<file path="src/rtl/fifo_sc_ctrl_pkg.sv">
// Shared definitions for the single-clock FIFO controller and its output buffer.
//   OBUF_DEPTH : number of entries in the output buffer (head + skid)
//   OBUF_CNT_W : width of the output-buffer occupancy count
//   occupancy(): converts the two entry flags into an occupancy count
package fifo_sc_ctrl_pkg;

   localparam int OBUF_DEPTH = 2;
   localparam int OBUF_CNT_W = 2;

   function automatic logic [OBUF_CNT_W-1:0] occupancy(input logic head_vld,
                                                       input logic skid_vld);
      return {1'b0, head_vld} + {1'b0, skid_vld};
   endfunction

endpackage

</file>
<file path="src/rtl/fifo_sc_ctrl_obuf.sv">
// fifo_obuf: 2-entry output buffer (head + skid) with valid/ready on both sides.
//   clk, rst_n          : clock, asynchronous active-low reset (flags only)
//   in_data/in_valid    : word arriving from the RAM read port
//   in_ready            : high while the skid entry is free
//   out_data/out_valid  : head entry, presented downstream
//   out_ready           : downstream pop request
//   cnt                 : number of occupied entries (0..2)
module fifo_obuf
   import fifo_sc_ctrl_pkg::*;
#(
   parameter int DSIZE = 8
) (
   input  logic                  clk,
   input  logic                  rst_n,
   input  logic [DSIZE-1:0]      in_data,
   input  logic                  in_valid,
   output logic                  in_ready,
   output logic [DSIZE-1:0]      out_data,
   output logic                  out_valid,
   input  logic                  out_ready,
   output logic [OBUF_CNT_W-1:0] cnt
);

   logic             head_vld;
   logic             skid_vld;
   logic [DSIZE-1:0] head;
   logic [DSIZE-1:0] skid;
   logic             push;
   logic             pop;

   assign in_ready  = ~skid_vld;
   assign push      = in_valid & in_ready;
   assign pop       = head_vld & out_ready;
   assign out_valid = head_vld;
   assign out_data  = head;
   assign cnt       = occupancy(head_vld, skid_vld);

   // Occupancy flags: the only state that reset touches.
   always_ff @(posedge clk or negedge rst_n) begin
      if (!rst_n) begin
         head_vld <= 1'b0;
         skid_vld <= 1'b0;
      end else if (pop) begin
         // Head leaves; skid (if any) moves up, and a simultaneous push
         // refills whichever slot becomes the tail.
         if (skid_vld) begin
            skid_vld <= push;
         end else begin
            head_vld <= push;
         end
      end else if (push) begin
         if (!head_vld) begin
            head_vld <= 1'b1;
         end else begin
            skid_vld <= 1'b1;
         end
      end
   end

   // Data entries: loaded under the same conditions, never reset.
   always_ff @(posedge clk) begin
      if (pop) begin
         if (skid_vld) begin
            head <= skid;
            if (push) begin
               skid <= in_data;
            end
         end else if (push) begin
            head <= in_data;
         end
      end else if (push) begin
         if (!head_vld) begin
            head <= in_data;
         end else begin
            skid <= in_data;
         end
      end
   end

endmodule

</file>
<file path="src/rtl/fifo_sc_ctrl.sv">
// fifo_sc_ctrl: single-clock FIFO controller driving an external dual-port RAM
// (port A write-only, port B read-only with one clock of read latency) and a
// 2-entry output buffer that hides the RAM read latency.
//   clk, rst_n                    : clock, asynchronous active-low reset
//   s_data/s_valid/s_ready        : write side handshake
//   m_data/m_valid/m_ready        : read side handshake (head of FIFO)
//   ram_ena/ram_wea/ram_addra/ram_dia : RAM port A (write)
//   ram_enb/ram_addrb/ram_dob     : RAM port B (read, dob valid one clk after enb)
//   count                         : words held in RAM + in-flight read + buffer
module fifo_sc_ctrl
   import fifo_sc_ctrl_pkg::*;
#(
   parameter int DSIZE = 8,
   parameter int ASIZE = 4
) (
   input  logic             clk,
   input  logic             rst_n,
   input  logic [DSIZE-1:0] s_data,
   input  logic             s_valid,
   output logic             s_ready,
   output logic [DSIZE-1:0] m_data,
   output logic             m_valid,
   input  logic             m_ready,
   output logic             ram_ena,
   output logic             ram_wea,
   output logic [ASIZE-1:0] ram_addra,
   output logic [DSIZE-1:0] ram_dia,
   output logic             ram_enb,
   output logic [ASIZE-1:0] ram_addrb,
   input  logic [DSIZE-1:0] ram_dob,
   output logic [ASIZE+1:0] count
);

   localparam int DEPTH = 2 ** ASIZE;
   localparam int RCW   = ASIZE + 1;
   localparam int CNT_W = ASIZE + 2;

   logic [ASIZE-1:0]      wptr;
   logic [ASIZE-1:0]      rptr;
   logic [RCW-1:0]        ram_cnt;
   logic                  rd_pend;
   logic                  write;
   logic                  rd_issue;
   logic                  pop;
   logic                  obuf_in_ready;
   logic [OBUF_CNT_W-1:0] obuf_cnt;
   logic [2:0]            fill_next;

   assign s_ready = (ram_cnt < RCW'(DEPTH));
   assign write   = s_valid & s_ready;
   assign pop     = m_valid & m_ready;

   // Buffer slots already spoken for after this edge; a new read is only
   // issued if its word is guaranteed a free slot when it lands next cycle.
   assign fill_next = 3'(obuf_cnt) + 3'(rd_pend) - 3'(pop);
   assign rd_issue  = (ram_cnt != '0) && (fill_next < 3'(OBUF_DEPTH));

   assign ram_ena   = write;
   assign ram_wea   = write;
   assign ram_addra = wptr;
   assign ram_dia   = s_data;
   assign ram_enb   = rd_issue;
   assign ram_addrb = rptr;

   assign count = CNT_W'(ram_cnt) + CNT_W'(obuf_cnt) + CNT_W'(rd_pend);

   // Stage 0 -> 1: pointers, RAM occupancy and read-in-flight flag.
   always_ff @(posedge clk or negedge rst_n) begin
      if (!rst_n) begin
         wptr    <= '0;
         rptr    <= '0;
         ram_cnt <= '0;
         rd_pend <= 1'b0;
      end else begin
         if (write) begin
            wptr <= wptr + 1'b1;
         end
         if (rd_issue) begin
            rptr <= rptr + 1'b1;
         end
         ram_cnt <= ram_cnt + RCW'(write) - RCW'(rd_issue);
         rd_pend <= rd_issue;
      end
   end

   // Stage 1 -> 2: RAM read data lands in the output buffer.
   fifo_obuf #(
      .DSIZE (DSIZE)
   ) u_obuf (
      .clk       (clk),
      .rst_n     (rst_n),
      .in_data   (ram_dob),
      .in_valid  (rd_pend),
      .in_ready  (obuf_in_ready),
      .out_data  (m_data),
      .out_valid (m_valid),
      .out_ready (m_ready),
      .cnt       (obuf_cnt)
   );

   // The issue rule reserves a slot for every in-flight read, so the buffer
   // is always ready when rd_pend is high; in_ready is kept for the handshake.
   logic unused_in_ready;
   assign unused_in_ready = obuf_in_ready;

endmodule
</file>
<file path="config.mk">
export PLATFORM = sky130hd
export DESIGN_NAME = fifo_sc_ctrl
export DESIGN_NICKNAME = d
export VERILOG_FILES = /design/src/rtl/fifo_sc_ctrl_pkg.sv /design/src/rtl/fifo_sc_ctrl_obuf.sv /design/src/rtl/fifo_sc_ctrl.sv
export SDC_FILE = /design/constraint.sdc
export NUM_CORES = 1
export LEC_CHECK = 0
export BUFFER_PORTS_ARGS = -buffer_cell sky130_fd_sc_hd__buf_2
export CAP_MARGIN = 20
export CORE_MARGIN = 4
export CORE_UTILIZATION = 44
export DETAILED_ROUTE_END_ITERATION = 16
export GPL_TIMING_DRIVEN = 0
export PLACE_DENSITY = 0.71
export SLEW_MARGIN = 20
export SYNTH_ARGS = -nofsm -noshare
export SYNTH_HDL_FRONTEND = slang
export SYNTH_SLANG_ARGS = --single-unit
</file>
<file path="constraint.sdc">
create_clock -name clk -period 4.8 [get_ports clk]
set_input_delay 0.24 -clock clk [delete_from_list [all_inputs] [get_ports clk]]
set_output_delay 0.24 -clock clk [all_outputs]
set_load 0.03 [all_outputs]
</file>
After elaboration in Yosys (flattened, before gate mapping)
Index checks and enable logic that the tools add are counted.
{ "word_totals": {"output_inout_bits": 35, "ff_bits": 32, "in_bits": 20, "wordCells": 52, "rom_bits": 0, "latch_bits": 0, "mem_count": 0, "ram_bits": 0} }
{ "op_classes": {"n_reduce_logical": 9, "n_div": 0, "add_sub_neg": 9, "bitwise": 4, "multipliers": 0, "shift": 0, "mux": 16, "eq_ne": 4, "order_cmp": 2} }
{ "ops": {"columns": ["operator", "n"], "rows": [
  ["8-bit 2-to-1 mux", 9],
  ["4-bit by 1-bit adder with 4-bit output (second input constant)", 2],
  ["1-bit 2-to-1 mux", 7],
  ["5-bit by 2-bit adder with 6-bit output", 1],
  ["6-bit by 1-bit adder with 6-bit output", 1],
  ["2-bit inequality test (second input constant)", 3],
  ["2-bit nonzero test", 3],
  ["5-bit by 1-bit adder with 5-bit output", 1],
  ["5-bit less-than comparator (second input constant)", 1],
  ["5-bit nonzero test", 1],
  ["5-bit by 1-bit subtractor with 5-bit output", 1],
  ["2-bit AND reduction", 2],
  ["4-bit AND reduction", 1],
  ["2-bit by 1-bit adder with 3-bit output", 1],
  ["1-bit AND", 3],
  ["3-bit by 2-bit less-than comparator with 1-bit output (second input constant)", 1],
  ["3-bit AND reduction", 1],
  ["3-bit by 1-bit subtractor with 3-bit output", 1],
  ["1-bit by 1-bit adder with 2-bit output", 1],
  ["2-bit by 1-bit inequality test with 1-bit output (second input constant)", 1],
  ["1-bit logical AND", 1],
  ["1-bit inverter", 1]
]} }

Logic depth before layout (Yosys ltp)
Gate-level depths: netlist of run 1.
{ "depth": {"ltp_word": 6, "ltp_mapped": 15, "mapped_depth_nobuf": 14} }

By module
From an unflattened synthesis of run 1, not the netlist that was laid out.
{ "hier_totals": {"cells_unflattened": 123, "area_unflattened_um2": 1675.4} }
{ "by_module_without_submodules": {"columns": ["mod", "seq_area_each_um2", "cells_per_inst", "area_per_inst_um2", "n_inst"], "rows": [
  ["fifo_sc_ctrl", 350.3, 86, 965.9, 1],
  ["fifo_obuf", 530.5, 37, 709.4, 1]
]} }

Least setup slack after synthesis of run 1
Ideal clock, no wire load.
{ "synth_timing": {"kind": "register to register", "startpoint": "register u_obuf.head_vld (netlist: u_obuf.out_valid)", "endpoint": "register ram_cnt[4]", "required_time_ps": 4677, "n_path_buf": 0, "path_slack_ps": 1643, "t_arrival_ps": 3034, "setup_time_ps": 123, "stages_incl_launch_ff": 15, "period_less_slack_ps": 3157, "cell_sequence": "dfrtp_1 -> ha_1 -> xnor2_1 -> and2_1 -> ha_1 -> a21oi_4 -> nand2_4 -> inv_1 -> ha_1 -> inv_1 -> ha_1 -> fa_1 -> a21oi_1 -> o21bai_1 -> xnor2_1"} }
{ "synth_between": {"elab_chain_cells": 6, "elab_cells_between_ends": 7, "classes_between": "4 x add/sub; 1 x order compare; 1 x bitwise; 1 x reduce/logical"} }
{ "synth_rtl": {"columns": ["element", "line", "rtl"], "rows": [
  ["from (decl)", "fifo_sc_ctrl_obuf.sv:24", "logic head_vld;"],
  ["from (signal assigned)", "fifo_sc_ctrl_obuf.sv:49", "head_vld <= push;"],
  ["1-bit by 1-bit adder with 2-bit output", "fifo_sc_ctrl_pkg.sv:12", "return {1'b0, head_vld} + {1'b0, skid_vld};"],
  ["2-bit by 1-bit adder with 3-bit output", "fifo_sc_ctrl.sv:55", "assign fill_next = 3'(obuf_cnt) + 3'(rd_pend) - 3'(pop);"],
  ["3-bit by 1-bit subtractor with 3-bit output *", "fifo_sc_ctrl.sv:55", null],
  ["3-bit by 2-bit less-than comparator with 1-bit output *", "fifo_sc_ctrl.sv:56", "assign rd_issue = (ram_cnt != '0) && (fill_next < 3'(OBUF_DEPTH));"],
  ["1-bit logical AND *", "fifo_sc_ctrl.sv:56", null],
  ["named net ram_enb", "fifo_sc_ctrl.sv:28", "output logic ram_enb,"],
  ["5-bit by 1-bit subtractor with 5-bit output *", "fifo_sc_ctrl.sv:81", "ram_cnt <= ram_cnt + RCW'(write) - RCW'(rd_issue);"],
  ["to (signal assigned)", "fifo_sc_ctrl.sv:81", null],
  ["to (decl)", "fifo_sc_ctrl.sv:40", "logic [RCW-1:0] ram_cnt;"]
]} }
Mark *: on every way through the listed nets, which the timed path passes. The rest lies on a longest branch.
A chain may end at the register's enable or synchronous reset.

Final worst setup path of run 1
{ "layout_timing": {"startpoint": "register u_obuf.skid_vld", "endpoint": "register ram_cnt[4]"} }
{ "layout_between": {"elab_chain_cells": 6} }
{ "layout_rtl": {"columns": ["element", "line", "rtl"], "rows": [
  ["from (decl)", "fifo_sc_ctrl_obuf.sv:25", "logic skid_vld;"],
  ["from (signal assigned)", "fifo_sc_ctrl_obuf.sv:47", "skid_vld <= push;"],
  ["1-bit by 1-bit adder with 2-bit output", "fifo_sc_ctrl_pkg.sv:12", null],
  ["2-bit by 1-bit adder with 3-bit output", "fifo_sc_ctrl.sv:55", null],
  ["3-bit by 1-bit subtractor with 3-bit output", "fifo_sc_ctrl.sv:55", null],
  ["3-bit by 2-bit less-than comparator with 1-bit output", "fifo_sc_ctrl.sv:56", null],
  ["1-bit logical AND", "fifo_sc_ctrl.sv:56", null],
  ["5-bit by 1-bit subtractor with 5-bit output", "fifo_sc_ctrl.sv:81", null]
]} }
Every way passes these cells.

==> flow_metrics.py, run 1 <==
metrics = {
    "outcome": {
        "status": "finished, final reports clean",
    },
    "logic_synthesis": {
        "synth_top_family_by_area": "adder cells",
        "async_reset_ff_share_pct": 50.0,
        "synth.distinct_cells": 30,
        "ys.flop_type": "edfxtp_1",
        "ys_seq_elements": 32,
        "synth_edf_count": 16,
        "synth_compound_area_share_pct": 4.20,
        "yosys.area_share.adder_pct": 13.6,
        "seq_area_frac_synth_pct": 53.8,
        "synth_xor_area_share_pct": 7.49,
        "synth_area_per_cell_um2": 13.5,
        "synthMuxAreaShare_pct": 7.10,
        "yosysWarningCount": 0,
        "synth-simple-area-share_pct": 7.10,
        "synthCells": 121,
        "syn_nets": 157,
        "syn-cell-area_um2": 1640,
    },
    "final_layout": {
        "drive_above_1_share_pct": 44.3,
        "nNetsFinal": 211,
        "area_delta_synth_final_pct": 25.1,
        "diodes": 0,
    },
    "clock_tree": {
        "clock_sinks": 32,
        "htree_num_levels": 2,
        "root_buffer": "clkbuf_8",
        "path_clk_slew_ns": 0.07,
        "insertion_delay_ns": 0.28,
        "postCtsSetupBuffers": 0,
        "clk_path_buf_depth": 2,
        "cts_tree": "built",
        "cts_buffers": 5,
    },
    "route": {
        "vias_per_cell": 4.84,
        "wl_per_cell_um": 13.7,
        "routed_wl_um": 3050,
        "dr.pass1.iters": 4,
        "drtIter0Drc": 21,
        "ant_nets": 0,
        "route.detailed.drc": 0,
        "num_vias": 1074,
    },
    "floorplan": {
        "dieArea_um2": 4760,
        "core_um2": 3470,
        "fp.dieW_um": 69.0,
        "dieHeight_um": 69.0,
        "start_util_pct": 47.2,
        "row_count": 21,
        "io_pins": 55,
    },
    "timing": {
        "worst_pin_slew_ns": 0.850,
        "hold_viol_final": 0,
        "period_minus_slack_ns": 3.03,
        "max-slew-margin-rel_pct": 43.4,
        "finalSetupViolations": 0,
        "fin_crit_sh_pct": 63.2,
        "fin_skew_ns": 0.00297,
        "setup_tns_ns": 0,
        "fmax_mhz": 330,
        "rsz0062_at_grt": "false",
        "report.final.slew_viol_count": 0,
    },
    "setup_path": {
        "cp-end-kind": "register",
        "worstSetupPathType": "reg2reg",
        "crit_required_ns": 4.97,
        "critPathMaxFanout": 6,
        "rrSetupSlack_ns": 1.77,
        "arrival_ns": 3.20,
        "start_kind": "register",
    },
    "global_routing": {
        "grt_use_total_pct": 13.2,
        "antenna_found_initial": 0,
        "gr-total-overflow": 0,
        "first_global_vias": 1172,
        "grt_pass1_wl_um": 5080,
        "grt_max_degree": 17,
    },
    "min_path": {
        "hp-class": "in2reg",
    },
    "place": {
        "dp_hpwl_um": 2350,
        "gp_congestion": 0.706,
        "io_buffers": 46,
    },
    "flow_run": {
        "cap_violations": 0,
    },
}
through the flow:
step / area, µm² / util (%) / worst slack [ns] / hold slack (ns) / std cells
finish: 2050 / 59.1 / 1.77 / 0.146 / 222
global route: 2050 / 59.1 / 1.55 / 0.141 / 222
CTS: 2050 / 59.1 / 1.74 / 0.137 / 222
detailed placement: 1930 / 55.7 / 1.75 / 0.179 / 213
global placement: 1930 / 55.5 / 1.83 / 0.175 / 213
floorplan: 1640 / - / 1.64 / -0.0556 / 121
path summary, 6_finish.rpt:
path                                  from             end  cells after the start
min reg2reg                   ram_addrb[3]    ram_addrb[3]                      1
max                        u_obuf.skid_vld      ram_cnt[4]                     14
max reg2reg                u_obuf.skid_vld      ram_cnt[4]                     14
max in group asynchronous            rst_n    ram_addrb[0]                      2
min                             ram_dob[2]  u_obuf.skid[2]                      1
min in group asynchronous            rst_n    ram_addra[0]                      2
synth_stat cells, types with 2 or more instances:
master / number / area share (%)
mux2_2: 9 / 6.2
a21oi_1: 5 / 1.5
and2_1: 2 / 0.76
buf_4: 9 / 4.1
fa_1: 3 / 3.7
nand3_1: 2 / 0.61
xnor2_1: 9 / 4.8
edfxtp_1: 16 / 29
inv_1: 9 / 2.1
dfrtp_1: 16 / 24
ha_1: 13 / 9.9
nand2_1: 5 / 1.1
nor2_1: 2 / 0.46
xor2_1: 5 / 2.7
cells by family after synthesis:
logic type,Yosys count
AO/OA/AOI/OAI,10
adder cells (fa/ha/maj),16
XOR/XNOR,14
multiplexers,10
flip-flops,32
AND/OR/NAND/NOR,19
buffers and inverters,20
cell type report:
cell class	count	area, µm²
fill	291	1420
sequential	32	881
multi-input combinational	69	652
timing repair buffer	47	240
buffer	11	76.3
clock buffer	6	72.6
tap	46	57.6
clock inverter	2	35.0
inverter	9	33.8
critical path: stages, from the launching register on:
cell and delay, ns:
dfrtp_1 0.44, ha_1 0.35, xnor2_1 0.14, and2_1 0.16, ha_1 0.31, a21oi_4 0.05, nand2_4 0.10, inv_1 0.07
ha_1 0.28, inv_1 0.04, ha_1 0.20, fa_1 0.40, a21oi_1 0.18, o21bai_1 0.09, xnor2_1 0.12
repair_timing:
| item | 4_1_cts | 5_1_grt |
|---|---|---|
| endpoints found under the hold margin | 16 | 0 |
| setup endpoints to repair | 0 | 0 |
| hold buffers | 1 | 0 |
| resized for setup | 0 | 0 |
state kept, by name, indices dropped and copies added (netlist names):
signal and count:
ram_addra 4, u_obuf.out_valid 1, u_obuf.skid_vld 1, ram_addrb 4
ram_cnt 5, rd_pend 1, u_obuf.skid 8, u_obuf.out_data 8
layer usage:
metal | global-route usage, % | wire length, µm | vias up
li1 | - | - | 508
met1 | 14.6 | 1250 | 515
met2 | 23.1 | 1530 | 43
met3 | 3.63 | 202 | 8
met4 | 6.72 | 61 | 0
met5 | 0 | 0 | -
layout by cell type, fill, tap and decap left out, drive strengths merged:
cell type     n
buf          56
dfrtp        16
edfxtp       16
ha           13
mux2         10
inv           9
xnor2         9
clkbuf        7
nand2         6
a21oi         6
xor2          5
fa            3
nand3         3
nor2          2
and2          2
or4b          1
nor2b         1
a21o          1
nand2b        1
nor3b         1
a22oi         1
o21bai        1
nand4         1
and3          1
o21ai         1
bufinv        1
clkinv        1
dlygate4sd3   1
Power of run 1 is left out: the tool's default activity adds up to more than one toggle a clock period on the data nets, which glitch-free logic cannot reach.
==> run 2, diff against run 1 <==
- PLACE_DENSITY: 0.71 -> 0.74
- clock period: 4.8 -> 2.5 ns (I/O delays scaled with it)
==> run 2 against run 1 <==
Compared with the run above:
- the run now ends with setup timing left
- fmax is 8.1% higher
- count of clock-buffer cells in the layout down 1
- die area unchanged
- core utilization grew 5.2 points
- clock skew is 0.0042 ns higher
- design area increased by 8.7%
- global-route usage is 0.19 points higher
- setup slack got worse by 2.1 ns
- worst hold slack got worse by 0.12 ns
- critical path type unchanged
- largest cell class unchanged
==> flow_metrics.py, run 2 (same netlist as run 1, synthesis figures left out) <==
metrics = {
    "timing": {
        "report.final.slew_viol_count": 0,
        "hold_viol_final": 0,
        "max-slew-margin-rel_pct": 47.6,
        "fin_skew_ns": 0.00713,
        "fmax_mhz": 356,
        "worst_pin_slew_ns": 0.786,
        "setup_tns_ns": -0.715,
        "setup_slack_ns": -0.306,
        "finalSetupViolations": 4,
        "rsz0062_at_grt": "true",
        "period_minus_slack_ns": 2.81,
        "fin_crit_sh_pct": 112,
    },
    "place": {
        "gp_congestion": 0.741,
        "dp_hpwl_um": 2350,
        "io_buffers": 46,
    },
    "route": {
        "dr.pass1.iters": 4,
        "wl_per_cell_um": 13.5,
        "drtIter0Drc": 56,
        "vias_per_cell": 4.86,
        "ant_nets": 0,
        "routed_wl_um": 3120,
        "num_vias": 1123,
        "route.detailed.drc": 0,
    },
    "floorplan": {
        "dieArea_um2": 4760,
        "row_count": 21,
        "dieHeight_um": 69.0,
        "core_um2": 3470,
        "fp.dieW_um": 69.0,
        "start_util_pct": 47.2,
        "io_pins": 55,
    },
    "final_layout": {
        "drive_above_1_share_pct": 56.2,
        "multi_input_comb_area_um2": 747,
        "nNetsFinal": 220,
        "mostFrequentLayoutCell": "buf_2",
        "final_cell_mix": "46 x buf_2, 18 x buf_4, 16 x edfxtp_1",
        "area_delta_synth_final_pct": 36.0,
        "seq_area_um2": 883,
        "fill_cells": 282,
        "diodes": 0,
    },
    "clock_tree": {
        "insertion_delay_ns": 0.29,
        "clk_path_buf_depth": 2,
        "htree_num_levels": 2,
        "clock_sinks": 32,
        "cts_buffers": 5,
        "path_clk_slew_ns": 0.07,
        "root_buffer": "clkbuf_8",
        "cts_tree": "built",
    },
    "global_routing": {
        "grt_use_total_pct": 13.4,
        "grt_max_degree": 17,
        "first_global_vias": 1186,
        "gr-total-overflow": 0,
        "antenna_found_initial": 0,
        "grt_pass1_wl_um": 5170,
    },
    "setup_path": {
        "r2r_start": "u_obuf.skid_vld",
        "path_cells": "ha_4 -> xnor2_2 -> and2_4 -> ha_4 -> a21oi_4 -> nand2_4 -> clkinvlp_4 -> ha_4 -> inv_2 -> ha_4 -> fa_2 -> a21oi_2 -> o21bai_1 -> xnor2_1",
        "startpoint": "u_obuf.skid_vld",
        "cp-end-kind": "register",
        "critPathMaxFanout": 3,
        "cpMostUsedCell": "ha_4",
        "reg2reg_depth": 14,
        "crit_required_ns": 2.67,
        "worstSetupPathType": "reg2reg",
        "rrSetupSlack_ns": -0.31,
        "cpPeakStageDelay_ns": 0.43,
        "crit_family": "adder cells",
        "path_buf_inv": 2,
        "worst_r2r_endpoint": "ram_cnt[4]",
        "slowest_stage": "dfrtp_2",
        "start_kind": "register",
        "arrival_ns": 2.97,
    },
    "min_path": {
        "hp-start": "ram_dob[6]",
        "hold_path_depth": 1,
        "hp-class": "in2reg",
        "holdPathEnd": "u_obuf.skid[6]",
    },
    "outcome": {
        "status": "complete, but fails checks",
        "failed_checks": "setup timing",
    },
    "flow_run": {
        "cap_violations": 0,
    },
}
## run 2: per-stage QoR
| stage | worst slack [ns] | std cells | hold slack (ns) | cell area, µm² | utilization [%] |
|---|---|---|---|---|---|
| floorplan | -0.400 | 121 | -0.171 | 1700 | - |
| global placement | -0.302 | 213 | 0.0553 | 1990 | 57.4 |
| detailed placement | -0.370 | 214 | 0.0613 | 1990 | 57.5 |
| CTS | -0.250 | 228 | 0.0226 | 2160 | 62.4 |
| global route | -0.374 | 231 | 0.0182 | 2230 | 64.2 |
| finish | -0.306 | 231 | 0.0262 | 2230 | 64.2 |
## run 2: layout make-up
type | count | area share, %
Clock inverter | 3 | 1.91
Timing Repair Buffer | 56 | 13.8
Inverter | 9 | 1.69
Multi-Input combinational cell | 69 | 33.5
Buffer | 11 | 3.71
Tap cell | 46 | 2.58
Sequential cell | 32 | 39.7
Clock buffer | 5 | 3.09
## run 2: per-layer routing
metal / routed length (µm) / vias up / track usage (%) / share of wire [%]
met3: 218 / 9 / 4.36 / 7.0
met5: 0 / - / 0 / 0
met4: 68 / 0 / 5.86 / 2.2
li1: - / 528 / - / -
met2: 1600 / 45 / 23.0 / 51
met1: 1230 / 541 / 15.2 / 39
## run 2: worst max path at each step
stage / to / slack, ns / depth (start not counted)
after floorplan: ram_cnt[4] / -0.40 / 14
after global placement: ram_cnt[4] / -0.30 / 14
after detailed placement: ram_cnt[4] / -0.37 / 14
after CTS: ram_cnt[4] / -0.25 / 14
after global routing: ram_cnt[4] / -0.37 / 14
final: ram_cnt[4] / -0.31 / 14
## run 2: repair_timing
action | in CTS | in global routing
hold buffers | 1 | 0
buffers inserted | 5 | 3
endpoints found under the hold margin | 16 | 0
cloned | 0 | 0
resized for setup | 3 | 9
pin swaps | 5 | 7
endpoints found under the setup margin | 4 | 5
## run 2: worst register-to-register path: stages, from the launching register on
cell	delay, ns
dfrtp_2	0.43
ha_4	0.27
xnor2_2	0.13
and2_4	0.16
ha_4	0.27
a21oi_4	0.04
nand2_4	0.08
clkinvlp_4	0.11
ha_4	0.28
inv_2	0.03
ha_4	0.15
fa_2	0.37
a21oi_2	0.13
o21bai_1	0.10
xnor2_1	0.13
Power of run 2 is left out for the same reason.
